### src/rtl/div_sequencer_pkg.sv
// Shared definitions for the divide sequencer: ALU op codes, FSM state
// encodings and small op-decode helpers.
package div_sequencer_pkg;

  localparam int ALU_OP_WIDTH = 5;

  localparam logic [ALU_OP_WIDTH-1:0] ALU_DIV  = 5'd12;
  localparam logic [ALU_OP_WIDTH-1:0] ALU_DIVU = 5'd13;
  localparam logic [ALU_OP_WIDTH-1:0] ALU_REM  = 5'd14;
  localparam logic [ALU_OP_WIDTH-1:0] ALU_REMU = 5'd15;

  typedef enum logic [1:0] {
    DIVSEQ_IDLE = 2'd0,
    DIVSEQ_BUSY = 2'd1,
    DIVSEQ_DONE = 2'd2
  } divseq_state_e;

  // Quotient returned for a zero divisor (all ones, matches RISC-V semantics).
  localparam logic [31:0] DIV_ZERO_QUOT = 32'hFFFF_FFFF;

  function automatic logic is_div_op(input logic [ALU_OP_WIDTH-1:0] op);
    logic hit;
    case (op)
      ALU_DIV, ALU_DIVU, ALU_REM, ALU_REMU: hit = 1'b1;
      default:                              hit = 1'b0;
    endcase
    return hit;
  endfunction

  function automatic logic is_signed_op(input logic [ALU_OP_WIDTH-1:0] op);
    logic hit;
    case (op)
      ALU_DIV, ALU_REM: hit = 1'b1;
      default:          hit = 1'b0;
    endcase
    return hit;
  endfunction

  function automatic logic is_rem_op(input logic [ALU_OP_WIDTH-1:0] op);
    logic hit;
    case (op)
      ALU_REM, ALU_REMU: hit = 1'b1;
      default:           hit = 1'b0;
    endcase
    return hit;
  endfunction

endpackage

### src/rtl/div_special_detect.sv
// Combinational detection of divide cases resolved without the core:
// zero divisor and signed overflow (most-negative / -1). Returns the
// architecturally defined quotient or remainder for those cases.
module div_special_detect
  import div_sequencer_pkg::*;
#(
  parameter int DATA_WIDTH = 32
) (
  input  logic [ALU_OP_WIDTH-1:0] op,
  input  logic [DATA_WIDTH-1:0]   s1,
  input  logic [DATA_WIDTH-1:0]   s2,
  output logic                    special,
  output logic [DATA_WIDTH-1:0]   result
);

  localparam logic [DATA_WIDTH-1:0] ALL_ONES = {DATA_WIDTH{1'b1}};
  localparam logic [DATA_WIDTH-1:0] MOST_NEG = {1'b1, {(DATA_WIDTH-1){1'b0}}};
  localparam logic [DATA_WIDTH-1:0] ZERO     = {DATA_WIDTH{1'b0}};

  logic zero_div_s;
  logic overflow_s;
  logic rem_s;

  // Classify the operand pair and pick the canned result.
  always_comb begin
    rem_s      = is_rem_op(op);
    zero_div_s = (s2 == ZERO);
    overflow_s = is_signed_op(op) & (s1 == MOST_NEG) & (s2 == ALL_ONES);
    special    = zero_div_s | overflow_s;
    result     = ZERO;
    if (zero_div_s) begin
      if (rem_s) begin
        result = s1;
      end else begin
        result = ALL_ONES;
      end
    end else if (overflow_s) begin
      if (rem_s) begin
        result = ZERO;
      end else begin
        result = MOST_NEG;
      end
    end else begin
      result = ZERO;
    end
  end

endmodule

### src/rtl/div_sequencer.sv
// Multi-cycle controller for the iterative divider in EX. Launches the core
// for DIV/DIVU/REM/REMU, stalls the pipeline until done, resolves
// divide-by-zero and signed overflow locally, aborts on flush or timeout.
// Optional result cache enabled by defining DIV_RESULT_CACHE_EN.
module div_sequencer
  import div_sequencer_pkg::*;
#(
  parameter int DATA_WIDTH     = 32,
  parameter int TIMEOUT_CYCLES = 40,
  parameter int CNT_WIDTH      = 6
) (
  input  logic                    clk,
  input  logic                    rst,
  input  logic [ALU_OP_WIDTH-1:0] IDEX_AluOp,
  input  logic                    op_valid,
  input  logic [DATA_WIDTH-1:0]   s1,
  input  logic [DATA_WIDTH-1:0]   s2,
  input  logic                    flush,
  output logic [DATA_WIDTH:0]     div_s1,
  output logic [DATA_WIDTH:0]     div_s2,
  output logic                    div_start,
  output logic                    div_kill,
  input  logic                    div_done,
  input  logic [DATA_WIDTH:0]     div_quotient,
  input  logic [DATA_WIDTH:0]     div_remainder,
  output logic                    Div_StallReq,
  output logic [DATA_WIDTH-1:0]   Div_Result,
  output logic                    Div_ResultValid,
  output logic                    Div_Timeout
);

  localparam logic [CNT_WIDTH-1:0]  CNT_ZERO  = {CNT_WIDTH{1'b0}};
  localparam logic [CNT_WIDTH-1:0]  CNT_ONE   = {{(CNT_WIDTH-1){1'b0}}, 1'b1};
  localparam logic [CNT_WIDTH-1:0]  CNT_LIMIT = CNT_WIDTH'(TIMEOUT_CYCLES);
  localparam logic [DATA_WIDTH-1:0] RES_ZERO  = {DATA_WIDTH{1'b0}};
  localparam logic [DATA_WIDTH:0]   OPD_ZERO  = {(DATA_WIDTH+1){1'b0}};

  divseq_state_e         state_r;
  logic [CNT_WIDTH-1:0]  cnt_r;
  logic [CNT_WIDTH-1:0]  cnt_inc_s;
  logic                  sel_rem_r;
  logic                  sgn_r;
  logic                  result_valid_r;

  logic                  is_div_s;
  logic                  sgn_op_s;
  logic                  rem_op_s;
  logic [DATA_WIDTH:0]   ext_s1_s;
  logic [DATA_WIDTH:0]   ext_s2_s;
  logic                  special_s;
  logic [DATA_WIDTH-1:0] special_result_s;
  logic                  busy_s;
  logic                  capture_s;
  logic                  timeout_s;
  logic [DATA_WIDTH-1:0] core_result_s;
  logic                  cache_hit_s;
  logic [DATA_WIDTH-1:0] cache_result_s;
  logic                  unused_s;

  // The core's 33-bit results carry a sign-extension bit that the 32-bit
  // result never needs.
  assign unused_s = ^{div_quotient[DATA_WIDTH], div_remainder[DATA_WIDTH]};

  div_special_detect #(
    .DATA_WIDTH(DATA_WIDTH)
  ) u_special (
    .op     (IDEX_AluOp),
    .s1     (s1),
    .s2     (s2),
    .special(special_s),
    .result (special_result_s)
  );

  // Decode the incoming op and build the 33-bit core operands.
  always_comb begin
    is_div_s = op_valid & is_div_op(IDEX_AluOp);
    sgn_op_s = is_signed_op(IDEX_AluOp);
    rem_op_s = is_rem_op(IDEX_AluOp);
    if (sgn_op_s) begin
      ext_s1_s = {s1[DATA_WIDTH-1], s1};
      ext_s2_s = {s2[DATA_WIDTH-1], s2};
    end else begin
      ext_s1_s = {1'b0, s1};
      ext_s2_s = {1'b0, s2};
    end
  end

  // BUSY-state events; flush always takes priority over done and timeout.
  always_comb begin
    busy_s    = (state_r == DIVSEQ_BUSY);
    cnt_inc_s = cnt_r + CNT_ONE;
    capture_s = busy_s & ~flush & div_done;
    timeout_s = busy_s & ~flush & ~div_done & (cnt_inc_s == CNT_LIMIT);
    if (sel_rem_r) begin
      core_result_s = div_remainder[DATA_WIDTH-1:0];
    end else begin
      core_result_s = div_quotient[DATA_WIDTH-1:0];
    end
  end

  assign Div_StallReq    = ((state_r == DIVSEQ_IDLE) & is_div_s & ~flush) | busy_s;
  assign Div_ResultValid = result_valid_r & ~flush;

`ifdef DIV_RESULT_CACHE_EN
  logic                  cache_valid_r;
  logic                  cache_sgn_r;
  logic [DATA_WIDTH-1:0] cache_s1_r;
  logic [DATA_WIDTH-1:0] cache_s2_r;
  logic [DATA_WIDTH-1:0] cache_quot_r;
  logic [DATA_WIDTH-1:0] cache_rem_r;

  // Remember the last core-computed result; drop it on timeout.
  always_ff @(posedge clk) begin
    if (rst) begin
      cache_valid_r <= 1'b0;
      cache_sgn_r   <= 1'b0;
      cache_s1_r    <= RES_ZERO;
      cache_s2_r    <= RES_ZERO;
      cache_quot_r  <= RES_ZERO;
      cache_rem_r   <= RES_ZERO;
    end else if (capture_s) begin
      cache_valid_r <= 1'b1;
      cache_sgn_r   <= sgn_r;
      cache_s1_r    <= div_s1[DATA_WIDTH-1:0];
      cache_s2_r    <= div_s2[DATA_WIDTH-1:0];
      cache_quot_r  <= div_quotient[DATA_WIDTH-1:0];
      cache_rem_r   <= div_remainder[DATA_WIDTH-1:0];
    end else if (timeout_s) begin
      cache_valid_r <= 1'b0;
    end else begin
      cache_valid_r <= cache_valid_r;
    end
  end

  // Match the request key against the cached entry.
  always_comb begin
    cache_hit_s = cache_valid_r & (cache_sgn_r == sgn_op_s) &
                  (cache_s1_r == s1) & (cache_s2_r == s2);
    if (rem_op_s) begin
      cache_result_s = cache_rem_r;
    end else begin
      cache_result_s = cache_quot_r;
    end
  end
`else
  assign cache_hit_s    = 1'b0;
  assign cache_result_s = RES_ZERO;
`endif

  // Sequencer FSM with registered core handshake and result outputs.
  always_ff @(posedge clk) begin
    if (rst) begin
      state_r        <= DIVSEQ_IDLE;
      cnt_r          <= CNT_ZERO;
      sel_rem_r      <= 1'b0;
      sgn_r          <= 1'b0;
      result_valid_r <= 1'b0;
      div_s1         <= OPD_ZERO;
      div_s2         <= OPD_ZERO;
      div_start      <= 1'b0;
      div_kill       <= 1'b0;
      Div_Result     <= RES_ZERO;
      Div_Timeout    <= 1'b0;
    end else begin
      div_start      <= 1'b0;
      div_kill       <= 1'b0;
      result_valid_r <= 1'b0;
      case (state_r)
        DIVSEQ_IDLE: begin
          if (flush || !is_div_s) begin
            state_r <= DIVSEQ_IDLE;
          end else if (special_s) begin
            Div_Result     <= special_result_s;
            result_valid_r <= 1'b1;
            state_r        <= DIVSEQ_DONE;
          end else if (cache_hit_s) begin
            Div_Result     <= cache_result_s;
            result_valid_r <= 1'b1;
            state_r        <= DIVSEQ_DONE;
          end else begin
            div_s1    <= ext_s1_s;
            div_s2    <= ext_s2_s;
            sel_rem_r <= rem_op_s;
            sgn_r     <= sgn_op_s;
            div_start <= 1'b1;
            cnt_r     <= CNT_ZERO;
            state_r   <= DIVSEQ_BUSY;
          end
        end
        DIVSEQ_BUSY: begin
          cnt_r <= cnt_inc_s;
          if (flush) begin
            div_kill <= 1'b1;
            state_r  <= DIVSEQ_IDLE;
          end else if (capture_s) begin
            Div_Result     <= core_result_s;
            result_valid_r <= 1'b1;
            state_r        <= DIVSEQ_DONE;
          end else if (timeout_s) begin
            div_kill       <= 1'b1;
            Div_Timeout    <= 1'b1;
            Div_Result     <= RES_ZERO;
            result_valid_r <= 1'b1;
            state_r        <= DIVSEQ_DONE;
          end else begin
            state_r <= DIVSEQ_BUSY;
          end
        end
        DIVSEQ_DONE: begin
          state_r <= DIVSEQ_IDLE;
        end
        default: begin
          state_r <= DIVSEQ_IDLE;
        end
      endcase
    end
  end

endmodule
### config.mk
export PLATFORM = sky130hd
export DESIGN_NAME = div_sequencer
export DESIGN_NICKNAME = d
export VERILOG_FILES = /design/src/rtl/div_sequencer_pkg.sv /design/src/rtl/div_special_detect.sv /design/src/rtl/div_sequencer.sv
export SDC_FILE = /design/constraint.sdc
export NUM_CORES = 1
export LEC_CHECK = 0
export BUFFER_PORTS_ARGS = -buffer_cell sky130_fd_sc_hd__buf_2
export CAP_MARGIN = 15
export CORE_MARGIN = 2
export CORE_UTILIZATION = 45
export DETAILED_ROUTE_END_ITERATION = 10
export GPL_TIMING_DRIVEN = 0
export PLACE_DENSITY = 0.8
export SLEW_MARGIN = 40
export SYNTH_ARGS = -nofsm -noshare
export SYNTH_HDL_FRONTEND = slang
export SYNTH_SLANG_ARGS = --single-unit
### constraint.sdc
create_clock -name clk -period 6.4 [get_ports clk]
set_clock_uncertainty 0.15 [all_clocks]
set_input_delay 0.32 -clock clk [delete_from_list [all_inputs] [get_ports clk]]
set_output_delay 0.32 -clock clk [all_outputs]
set_load 0.03 [all_outputs]
### Word level (Yosys, flattened, before mapping)

Index checks and enable logic that the tools add are counted.

| word-level totals | value |
|---|---|
| flip-flop bits (word level) | 111 |
| word-level logic and storage cells | 91 |
| output and inout port bits | 103 |

| operators by class | value |
|---|---|
| multiplexer cells | 34 |
| equality and inequality tests | 13 |
| reduce and logical (&&, ||, !) cells | 14 |
| $add $sub $neg | 1 |
| bitwise gates (word level) | 19 |

Operators with widths:

| kind | count |
|---|---|
| $mux 32 | 10 |
| $mux 33 | 2 |
| $eq 32x32->1 const B | 2 |
| $pmux 32 s2 | 1 |
| $logic_not 32->1 | 1 |
| $eq 5x4->1 const B | 4 |
| $mux 6 | 2 |
| $pmux 6 s2 | 1 |
| $mux 1 | 11 |
| $and 1x1->1 | 10 |
| $mux 2 | 5 |
| $ne 2x2->1 const B | 4 |
| $not 1->1 | 7 |
| $add 6x1->6 const B | 1 |
| $eq 6x6->1 const B | 1 |
| $reduce_and 3->1 | 2 |
| $reduce_or 2->1 | 3 |
| $reduce_and 5->1 | 1 |
| $pmux 2 s2 | 1 |
| $reduce_and 4->1 | 1 |
| $reduce_or 4->1 | 1 |
| $ne 3x1->1 const B | 1 |
| $reduce_or 3->1 | 1 |
| $eq 2x1->1 const B | 1 |
| other kinds (6) | 7 |

### Longest topological paths before layout

| logic depth | value |
|---|---|
| depth after elaboration | 10 |
| gate-level depth with buffers | 8 |

### Cells and area by module

From an unflattened synthesis, not the netlist that was laid out.

| unflattened totals | value |
|---|---|
| cells, all modules | 631 |
| area total of the unflattened synthesis | 5418.9 µm² |

Modules (own cells, without submodules):

| module | cells an instance | area each (µm²) | instances |
|---|---|---|---|
| div_sequencer | 554 | 4845.9 | 1 |
| div_special_detect | 77 | 573.0 | 1 |

### Worst setup path before layout

Ideal clock, no wire load.

| timing path | value |
|---|---|
| kind | input to register |
| from | input s2[5] |
| to | register div_s1[23] |
| data arrival time | 2.154 ns |
| stages on the path | 8 |
| slack | 3.969 ns |
| buffers on the path | 2 |
| setup time | 0.128 ns |
| cell sequence | nand4_1 -> or4_1 -> or4_4 -> o211ai_2 -> buf_6 -> buf_6 -> mux2i_1 -> nor2_1 |

| on the way | value |
|---|---|
| cells in the longest elaborated chain, start to end | 5 |
| elaborated cells on any way between the ends | 6 |

RTL lines:

| what | line | text |
|---|---|---|
| start, declared | div_sequencer.sv:17 | `input logic [DATA_WIDTH-1:0] s2,` |
| $eq 32x32->1 | div_special_detect.sv:28 | `overflow_s = is_signed_op(op) & (s1 == MOST_NEG) & (s2 == ALL_ONES);` |
| $and 1x1->1 | div_special_detect.sv:28 |  |
| $or 1x1->1 (*) | div_special_detect.sv:29 | `special = zero_div_s \| overflow_s;` |
| $not 1->1 (no source line) (*) | n/a |  |
| $reduce_and 3->1 (no source line) (*) | n/a |  |
| end signal, assigned | div_sequencer.sv:181 | `div_s1 <= ext_s1_s;` |
| end, declared | div_sequencer.sv:19 | `output logic [DATA_WIDTH:0] div_s1,` |

Mark *: on every way between the ends. The rest lies on a longest branch, timed or not.
A chain may end at the register's enable or synchronous reset.

### Worst setup path in the final report

| timing path | value |
|---|---|
| from | register cnt_r[1] |
| to | register Div_Result[31] |

| on the way | value |
|---|---|
| cells in the longest elaborated chain, start to end | 5 |

RTL lines:

| what | line | text |
|---|---|---|
| start, declared | div_sequencer.sv:39 | `logic [CNT_WIDTH-1:0] cnt_r;` |
| start signal, assigned | div_sequencer.sv:191 | `cnt_r <= cnt_inc_s;` |
| $add 6x1->6 | div_sequencer.sv:91 | `cnt_inc_s = cnt_r + CNT_ONE;` |
| $eq 6x6->1 | div_sequencer.sv:93 | `timeout_s = busy_s & ~flush & ~div_done & (cnt_inc_s == CNT_LIMIT);` |
| $and 1x1->1 | div_sequencer.sv:93 |  |
| $ne 3x1->1 (no source line) | n/a |  |
| $reduce_and 5->1 (no source line) | n/a |  |
| end signal, assigned | div_sequencer.sv:173 | `Div_Result <= special_result_s;` |
| end signal, assigned | div_sequencer.sv:177 | `Div_Result <= cache_result_s;` |
| end signal, assigned | div_sequencer.sv:196 | `Div_Result <= core_result_s;` |
| end, declared | div_sequencer.sv:27 | `output logic [DATA_WIDTH-1:0] Div_Result,` |

No other way between the ends.

==> flow_summary.ini <==
[sta]
setup_viol = 0
slew_violations = 0
min_period_ps = 2780
hold_violations = 0
grt_setup_unrepaired = no
tightestPinTransition_ps = 794
fmax_mhz = 360
slew_headroom_pct = 47.1
finalSetupTns_ps = 0
period_share_pct = 43.4
setup_ws_ps = 3620

[placement]
place_congestion = 0.896
placed_cell_area_sq_um = 6680
port_buffers = 240
placedCellCount = 961
post-place-ws_ps = 3360
dp_hpwl_microns = 13700

[finish]
stdcell_area_sq_um = 6960
n_antenna_cell = 0
fillers = 1085
drive_gt1_share_pct = 32.7
fin_nets = 971
syn2layout_area_growth_pct = 31.4
final_cell_mix = buf_2, dfxtp_1, nor2_1
final_common_cell = buf_2
final_cells = 977
seq_area_sq_um = 2200
multiInputGateArea_sq_um = 2830

[critical_path]
arrival_ps = 2840
cp_num_buf_inv = 2
worst-setup-path-type = flip-flop to flip-flop
cp.required_ps = 6460
startpoint_type = flip-flop
cp-end-kind = flip-flop
cp_cell_sequence = nand3_1 > or3_1 > a21boi_0 > o221a_2 > or2_2 > clkbuf_1 > clkbuf_1 > a21oi_1
timing.critical_path.mode_cell = clkbuf_1
critPathMaxStageDelay_ps = 430
path_delay_family = compound AO/OA/AOI/OAI gates
cp_max_fo = 10
crit_slowest_cell = dfxtp_1

[logic_synthesis]
ys_types = 44
synth-async-reset-ratio_pct = 0
synth_seq_cells = 110
synthTopCellsByArea = dfxtp_1, mux2i_1, nor2_1, o22a_1, o31ai_1
synthCells = 578
synthFlopType = dfxtp_1
synth_top_area_share_pct = 41.5
synth_edf_count = 0
syn_area_sq_um = 5300
yosys_warnings = 0
synth.avg_cell_area_sq_um = 9.17
syn-num-nets = 720
synth-seq-area-share_pct = 41.5
synth_top_area_cell = dfxtp_1

[clocking]
post_cts_buffers = 0
cts_resized = 0
clockBufferDepth = 2
clkTransAtPathRegs_ps = 80
clkLatencyLatePin_ps = 340
root_buffer = clkbuf_16
hold_buffers = 0
numCtsBuffers = 9
htreeDepth = 3
tritoncts = built
cts_num_sinks = 110

[routing]
antenna_left = 0
viasPerCell = 5.58
num_vias = 5453
drc_errors = 0
wl_microns = 17600
drtPass1Iterations = 5
first_iter_violations = 386
wl_per_cell_microns = 18.0

[grt]
grtUsageTotal_pct = 26.6
grt_pass1_vias = 4982
gr-total-overflow = 0
grt_max_degree = 20
antenna_found_initial = 0
grt_pass1_wl_microns = 26500

[job]
maxCapViolations = 0

[floorplanning]
initial_utilization_pct = 46.2
dieArea_sq_um = 12700
die_w_microns = 113
dieHeight_microns = 113
ios = 243
rows = 39
coreArea_sq_um = 11500

[min_path]
min_path_type = input port to flip-flop

[pwr]
powerDensity_nw_per_um2 = 197
ir_drop_mv = 0.194
p_leak_nw = 3.61

[status]
status = finished clean
[cell families after synthesis]
logic type	count (synthesis)	synth area share (%)
flip-flops	110	41.5
multiplexers	98	18.5
AND/OR/NAND/NOR	200	18.5
AO/OA/AOI/OAI	120	15.9
buffers and inverters	48	5.08
adder cells (fa/ha/maj)	2	0.472
[tightest hold or removal path: stages]
cell and delay [ps]:
buf_2 100, mux2i_1 60, nor2_1 70
[metal layers]
| metal | vias to the layer above | GRT usage (%) | wire length (microns) |
|---|---|---|---|
| met5 | - | 0 | 0 |
| met4 | 0 | 7.32 | 240 |
| met3 | 21 | 6.37 | 1370 |
| met2 | 245 | 44.7 | 8480 |
| met1 | 2553 | 34.3 | 7510 |
| li1 | 2634 | - | - |
[layout make-up]
class,count,area share [%]
well taps,143,2.57
flip-flops and latches,110,31.6
clock inverters,7,0.827
multi-input cells,420,40.6
plain buffers,45,3.70
clock buffers,9,3.23
repair buffers,240,17.3
inverters,3,0.162
[state kept, by name, summed over array words and instances (netlist names)]
register / flops
div_s1: 33
div_s2: 33
Div_Result: 32
cnt_r: 6
state_r: 2
Div_Timeout: 1
div_kill: 1
div_start: 1
sel_rem_r: 1
[power breakdown]
group          internal [W]  leakage (nW)  switching (W)
clock network      0.000269         0.129       0.000269
registers          0.000690         0.887     0.00000310
logic             0.0000563          2.59      0.0000829
total               0.00102          3.61       0.000355
[cells in the mapped netlist (3+ instances only)]
library cell,number
dfxtp_1,110
nor2_1,108
mux2i_1,98
a21oi_1,41
clkbuf_1,36
o31ai_1,32
o22a_1,31
nor4_1,21
nand4_1,15
nand2_1,13
nand3_1,7
buf_8,5
and4_1,4
nor3_1,4
o21ai_0,4
or2_2,4
and2_1,3
nand2b_1,3
nor4b_1,3
nor4bb_1,3
or3_1,3
[per-stage QoR]
stage / hold slack [ps] / util (%) / power [W]
finish: 90.9 / 60.7 / 0.00137
detailed placement: 295 / 58.3 / 0.000847
floorplan: 308 / - / 0.000764
global placement: 287 / 58.3 / 0.000845
CTS: 82.7 / 60.7 / 0.00137
global route: 100 / 60.7 / 0.00141
[worst paths after layout]
| kind | endpoint | slack (ps) | startpoint | cells after the start |
|---|---|---|---|---|
| min | div_s2[26] | 90 | s2[26] | 3 |
| max | Div_Result[31] | 3620 | cnt_r[1] | 8 |
| max reg2reg | Div_Result[31] | 3620 | cnt_r[1] | 8 |
| min reg2reg | Div_Timeout | 300 | Div_Timeout | 2 |
(Power assumes the default switching activity.)
